--- src/rtl/spi_pkg.sv ---
// Shared SPI definitions: FSM state encodings, bus mode constants and divider limit.
package spi_pkg;

    typedef enum logic [2:0] {
        ST_IDLE  = 3'd0,
        ST_LEAD  = 3'd1,
        ST_HIGH  = 3'd2,
        ST_LOW   = 3'd3,
        ST_TRAIL = 3'd4,
        ST_GAP   = 3'd5
    } spi_state_e;

    // Mode 0: sclk idles low, data sampled on the rising half (HIGH phase).
    localparam logic CPOL = 1'b0;
    localparam logic CPHA = 1'b0;

    localparam int unsigned SCLK_DIV_MIN = 2;

endpackage

--- src/rtl/spi_sclk_gen.sv ---
// Half-period tick generator: counts DIV enabled cycles and flags the last one.
module spi_sclk_gen
    import spi_pkg::*;
#(
    parameter int unsigned DIV = 4
) (
    input  logic clk,
    input  logic rst,
    input  logic enable,
    output logic tick
);

    // Dividers below the minimum are clamped so the counter never degenerates.
    localparam int unsigned DIV_EFF = (DIV < SCLK_DIV_MIN) ? SCLK_DIV_MIN : DIV;
    localparam int unsigned CNT_W   = $clog2(DIV_EFF);
    localparam logic [CNT_W-1:0] CNT_LAST = CNT_W'(DIV_EFF - 1);

    logic [CNT_W-1:0] cnt_q;
    logic [CNT_W-1:0] cnt_d;

    assign tick = enable && (cnt_q == CNT_LAST);

    // Counter restarts on every tick (state change) and while disabled.
    always_comb begin
        cnt_d = cnt_q;
        if (!enable || tick) begin
            cnt_d = '0;
        end else begin
            cnt_d = cnt_q + CNT_W'(1);
        end
    end

    // Counter register.
    always_ff @(posedge clk) begin
        if (rst) begin
            cnt_q <= '0;
        end else begin
            cnt_q <= cnt_d;
        end
    end

endmodule

--- src/rtl/spi_master_driver.sv ---
// SPI master, mode 0, MSB first, with registered outputs and a fixed lead/trail/gap framing.
module spi_master_driver
    import spi_pkg::*;
#(
    parameter int unsigned DATA_WIDTH = 8,
    parameter int unsigned SCLK_DIV   = 4
) (
    input  logic                  clk,
    input  logic                  rst,
    input  logic                  start,
    input  logic [DATA_WIDTH-1:0] data_in,
    output logic                  ready,
    output logic                  done,
    output logic [DATA_WIDTH-1:0] data_out,
    output logic                  sclk,
    output logic                  mosi,
    input  logic                  miso,
    output logic                  cs
);

    localparam int unsigned BIT_W = $clog2(DATA_WIDTH + 1);
    localparam logic [BIT_W-1:0] LAST_BIT = BIT_W'(DATA_WIDTH - 1);
    localparam logic SAMPLE_IN_HIGH = (CPHA == 1'b0);

    spi_state_e state_q, state_d;

    logic [DATA_WIDTH-1:0] tx_q, tx_d;
    logic [DATA_WIDTH-1:0] rx_q, rx_d;
    logic [DATA_WIDTH-1:0] data_out_q, data_out_d;
    logic [BIT_W-1:0]      bit_q, bit_d;
    logic                  mosi_q, mosi_d;
    logic                  done_q, done_d;
    logic                  ready_q, ready_d;
    logic                  cs_q, cs_d;
    logic                  sclk_q, sclk_d;
    logic                  tick;

    spi_sclk_gen #(
        .DIV (SCLK_DIV)
    ) u_sclk_gen (
        .clk    (clk),
        .rst    (rst),
        .enable (state_q != ST_IDLE),
        .tick   (tick)
    );

    // Next-state, datapath and output decode; outputs follow the state being entered.
    always_comb begin
        state_d    = state_q;
        tx_d       = tx_q;
        rx_d       = rx_q;
        bit_d      = bit_q;
        mosi_d     = mosi_q;
        data_out_d = data_out_q;
        done_d     = 1'b0;

        case (state_q)
            ST_IDLE: begin
                if (start) begin
                    tx_d    = data_in;
                    rx_d    = '0;
                    bit_d   = '0;
                    mosi_d  = data_in[DATA_WIDTH-1];
                    state_d = ST_LEAD;
                end
            end
            ST_LEAD: begin
                if (tick) begin
                    state_d = ST_HIGH;
                end
            end
            ST_HIGH: begin
                if (tick) begin
                    if (SAMPLE_IN_HIGH) begin
                        rx_d = {rx_q[DATA_WIDTH-2:0], miso};
                    end
                    state_d = ST_LOW;
                end
            end
            ST_LOW: begin
                if (tick) begin
                    if (bit_q == LAST_BIT) begin
                        state_d = ST_TRAIL;
                    end else begin
                        tx_d    = {tx_q[DATA_WIDTH-2:0], 1'b0};
                        mosi_d  = tx_q[DATA_WIDTH-2];
                        bit_d   = bit_q + BIT_W'(1);
                        state_d = ST_HIGH;
                    end
                end
            end
            ST_TRAIL: begin
                if (tick) begin
                    done_d     = 1'b1;
                    data_out_d = rx_q;
                    state_d    = ST_GAP;
                end
            end
            ST_GAP: begin
                if (tick) begin
                    state_d = ST_IDLE;
                end
            end
            default: begin
                state_d = ST_IDLE;
            end
        endcase

        ready_d = (state_d == ST_IDLE);
        cs_d    = !((state_d == ST_LEAD) || (state_d == ST_HIGH) ||
                    (state_d == ST_LOW)  || (state_d == ST_TRAIL));
        sclk_d  = (state_d == ST_HIGH) ^ CPOL;
    end

    // State and output registers.
    always_ff @(posedge clk) begin
        if (rst) begin
            state_q    <= ST_IDLE;
            tx_q       <= '0;
            rx_q       <= '0;
            bit_q      <= '0;
            mosi_q     <= 1'b0;
            data_out_q <= '0;
            done_q     <= 1'b0;
            ready_q    <= 1'b1;
            cs_q       <= 1'b1;
            sclk_q     <= CPOL;
        end else begin
            state_q    <= state_d;
            tx_q       <= tx_d;
            rx_q       <= rx_d;
            bit_q      <= bit_d;
            mosi_q     <= mosi_d;
            data_out_q <= data_out_d;
            done_q     <= done_d;
            ready_q    <= ready_d;
            cs_q       <= cs_d;
            sclk_q     <= sclk_d;
        end
    end

    assign ready    = ready_q;
    assign done     = done_q;
    assign data_out = data_out_q;
    assign sclk     = sclk_q;
    assign mosi     = mosi_q;
    assign cs       = cs_q;

endmodule
--- config.mk ---
export PLATFORM = sky130hd
export DESIGN_NAME = spi_master_driver
export DESIGN_NICKNAME = d
export VERILOG_FILES = /design/src/rtl/spi_pkg.sv /design/src/rtl/spi_sclk_gen.sv /design/src/rtl/spi_master_driver.sv
export SDC_FILE = /design/constraint.sdc
export NUM_CORES = 1
export LEC_CHECK = 0
export BUFFER_PORTS_ARGS = -buffer_cell sky130_fd_sc_hd__buf_2
export CORE_UTILIZATION = 59
export CTS_CLUSTER_DIAMETER = 150
export CTS_CLUSTER_SIZE = 40
export DETAILED_ROUTE_END_ITERATION = 12
export PLACE_DENSITY = 0.84
export SYNTH_ARGS = -nofsm -noshare
export SYNTH_HDL_FRONTEND = slang
export SYNTH_SLANG_ARGS = --single-unit
--- constraint.sdc ---
create_clock -name clk -period 3.8 [get_ports clk]
set_input_delay 0.19 -clock clk [delete_from_list [all_inputs] [get_ports clk]]
set_output_delay 0.19 -clock clk [all_outputs]
set_load 0.01 [all_outputs]
Word level (Yosys, flattened, before mapping)
Index checks and enable logic that the tools add are counted.

cells by class
  equality and inequality tests = 15
  muxes and demuxes = 24
  bitwise operators = 1
  reductions and logical operators = 17
  add/sub/neg operators = 2

operators with widths
  cell                 number
  $mux 3               7
  $mux 7               3
  $pmux 3 s6           1
  $mux 8               2
  $pmux 8 s2           1
  $pmux 7 s2           1
  $eq 3x2->1 const B   4
  $mux 4               3
  $eq 3x3->1 const B   3
  $pmux 4 s2           1
  $eq 3x1->1 const B   2
  $logic_not 3->1      2
  $add 4x1->4 const B  1
  $eq 4x3->1 const B   1
  $logic_or 1x1->1     4
  $mux 1               4
  $ne 2x1->1 const B   2
  $ne 2x2->1 const B   2
  $reduce_and 4->1     1
  $reduce_bool 2->1    2
  $reduce_or 2->1      2
  $reduce_and 3->1     1
  $reduce_bool 3->1    1
  $add 2x1->2 const B  1
  6 further kinds      7

storage, ports and cells
  flip-flop bits (word level) = 37
  input port bits = 12
  output and inout port bits = 13

Depth between registers and ports, before layout
  depth in word-level cells = 9
  gate-level depth with buffers = 7
  gate-level depth less buffers = 5

Modules after synthesis
Synthesis repeated with hierarchy kept, for this count alone.

unflattened totals
  cells, all modules = 192
  area total of the unflattened synthesis = 1709.1 um2

by module, submodules not included
  module             cells each  area an instance (um2)  instances
  spi_master_driver  186         1622.8                  1
  spi_sclk_gen       6           86.3                    1

Worst setup path after synthesis
OpenSTA, ideal clock, no wires.

  path type = flip-flop to flip-flop
  start point = register state_q[0]
  end point = register tx_q[1]
  required time = 3.683 ns
  cell stages (with the launch flop) = 8
  buffers on the path = 3
  setup slack = 2.359 ns
  arrival = 1.325 ns
  clock period less this slack = 1.441 ns
  cells stage by stage = dfxtp_1 -> buf_4 -> and3b_1 -> buf_6 -> buf_6 -> mux2i_1 -> nor2_1 -> a22o_1

between the ends
  cells in the longest elaborated chain, start to end = 4
  elaborated cells on any way between the ends = 10
  those cells by class = 4 x eq/ne; 1 x mux; 5 x reduce/logical

ends and longest elaborated chain
  what                        RTL line                  RTL
  from (decl)                 spi_master_driver.sv:25   spi_state_e state_q, state_d;
  from (signal assigned)      spi_master_driver.sv:129  state_q <= state_d;
  $reduce_bool 3->1           spi_master_driver.sv:43   .enable (state_q != ST_IDLE),
  $logic_and 1x1->1           spi_sclk_gen.sv:21        assign tick = enable && (cnt_q == CNT_LAST);
  $ne 2x1->1 (no line)        --
  $reduce_and 4->1 (no line)  --
  to (signal assigned)        spi_master_driver.sv:130  tx_q <= tx_d;
  to (decl)                   spi_master_driver.sv:27   logic [DATA_WIDTH-1:0] tx_q, tx_d;

Several ways; a longest one is shown, not always the timed one.
A chain may end at the register's enable or synchronous reset.

Final worst setup path
  start point = register state_q[1]
  end point = register tx_q[3]

The elaborated chain is that of the path after synthesis.

==> metrics.txt <==
status finished clean; Initial Util 64.8%; Synth Area in Compound Gates ~15%; Post-Syn Area 1660 um^2; Leak about 0.68 nW; #FFs+latches synth 37; Die Area ~3000 um^2; H-tree levels 2; Fin. Hold Viols 0; period utilisation layout a little under 60%; Critical Path Start Type register; # diodes 0; Final TNS setup 0 ps; post-synthesis cell type count 35; most frequent cells in the layout 37 x dfxtp_1, 29 x nand2_1, 26 x a21oi_1; largest family of logic cells by synthesized area simple AND/OR/NAND/NOR gates; DRC Markers 0; Least-Margin Pin Slew around 950 ps; Setup-failing EPs final 0; Final Slew Violations 0; Hold Path Depth 3; port bufs 24; Worst setup EP type register; Avg Cell Area, Syn between 8 and 9 um^2; wire per inst approximately 13 um; Ys Warns 0; RSZ-0062 raised after global routing no; fin cells roughly 240; Syn Nets around 210; vias per cell between 5 and 6; post-detail-place hpwl approximately 2300 um; initial detailed-routing violation count 25; vias in the first global route 1264; relative slew slack 36.5%; clk_skew about 14 ps; TritonCTS clock tree done; CTS buffer count 5; total number of vias 1420; # fillers around 230; largest fanout on the critical path 21; Setup CP Type register to register; Placer Congestion approximately 0.74; clk_lat worst skew 350 ps; Top Ports 25; EDFF count, synth 0; DIE HEIGHT 55.1 um; VDD IR max slightly above 0.3 mV; worst hold path type input pin to register; Reg2Reg Depth 4; Cell Rows 18; grt ovf 0; Period minus WS final 2200 ps; nets@finish around 230; Synth Area in Simple Gates 26.5%; Storage cell area about 740 um^2; pre-CTS WS around 1700 ps; Synth Area in Adders under 10%; drt first pass iters 4; clk sinks 37; Clock transition at path regs about 110 ps; CTS Hold Buffers Added 0; commonest non-fill, non-tap cell in the layout dfxtp_1; max frequency 454 MHz; main flop type after synthesis dfxtp_1; Max Cap Viol 0; die span in x between 50 and 60 um; root buffer cell clkbuf_4; Power Density ~360 nW/um^2; Post-Place Cells about 240; CTS Buffer Depth 2; share of post-route cells with drive strength above 1 ~16%; post-CTS resize count 0; largest net degree at the start of global routing 43; synthesized netlist cell count 197; Fin Hold WS around 64 ps; post-route ant nets 0; Post-Synth XOR/XNOR Area approximately 2.1%; Worst EP required 4040 ps; core area ~2600 um^2; Worst EP arrival ~2500 ps; area of the multi-input gates approximately 830 um^2; FFs w/ async S/R, synth 0%; mux cell area share after synthesis under 10%; Syn-to-layout area delta 7.90%; initial antenna violation count 0; sequential area share after synthesis between 40% and 50%; postcts setup bufs 0; Routed WL ~3200 um; first-pass GRT wire length ~5400 um; post-route setup slack ~1600 ps; Total GRT Usage between 20 and 30%
flip-flops by register name (all words and copies together), names as in the netlist:
signal	cells
data_out	8
rx_q	8
tx_q	7
bit_q	4
state_q	3
u_sclk_gen.cnt_q	2
cs	1
done	1
mosi	1
ready	1
sclk	1
metal layers:
layer  wire (um)  global-route usage [%]
met2        1550                    42.4
met1        1550                    30.2
met5           0                       0
met3          99                    5.74
met4          44                    14.6
critical path, stage by stage, from the launching register on:
cell and delay (ps):
dfxtp_1 750, and3b_1 660, a21o_1 350, a21oi_1 110, a22o_1 220
Yosys cell counts, types with 2 or more instances:
master    number  area (um^2)
a21oi_1       26          130
a22o_1         7         61.3
and2_1         2         12.5
and3_1         2         12.5
buf_2          2         10.0
buf_6          2         22.5
clkbuf_1       9         33.8
dfxtp_1       37          741
ha_1           2         25.0
inv_1          3         11.3
mux2i_1        7         70.1
nand2_1       29          109
nand2b_1       7         43.8
nand3_1        3         15.0
nand3b_1       3         22.5
nand4_1       10         62.6
nand4b_1       2         17.5
nor2_1        18         67.6
nor3_1         3         15.0
nor4_1         2         12.5
o21ai_1        4         20.0
xor2_1         4         35.0
kinds of logic after synthesis:
family / after synthesis
compound gates: 42
xor+xnor: 4
buf+inv: 18
flops: 37
mux: 8
simple gates: 86
fa+ha+maj: 2
power by group:
group / leakage (nW) / switching, W / internal, W
clock network: 0.0320 / 0.000128 / 0.0000704
logic: 0.351 / 0.0000298 / 0.0000215
registers: 0.300 / 0.00000581 / 0.000397
cell type report:
cell class / instances / share of cell area, %
clock buffer: 6 / 2.30
clock inverter: 2 / 0.558
inverter: 3 / 0.628
multi-input combinational: 142 / 46.4
sequential: 37 / 41.3
tap: 30 / 2.09
timing repair buffer: 24 / 6.69
final timing paths:
check,start,end,slack (ps)
worst max-delay path,state_q[1],tx_q[3],1600
worst min-delay path,data_in[0],tx_q[0],60
worst max register to register,state_q[1],tx_q[3],1600
worst min register to register,u_sclk_gen.cnt_q[0],u_sclk_gen.cnt_q[0],440
through the flow:
stage	cell area, um^2	utilization, %	power [W]
after detailed placement	1740	67.9	0.000463
after global routing	1790	69.9	0.000679
final	1790	69.9	0.000652
after floorplan	1660	-	0.000448
after CTS	1790	69.9	0.000655
after global placement	1740	67.9	0.000460
Power figures use the tool's default switching activity.
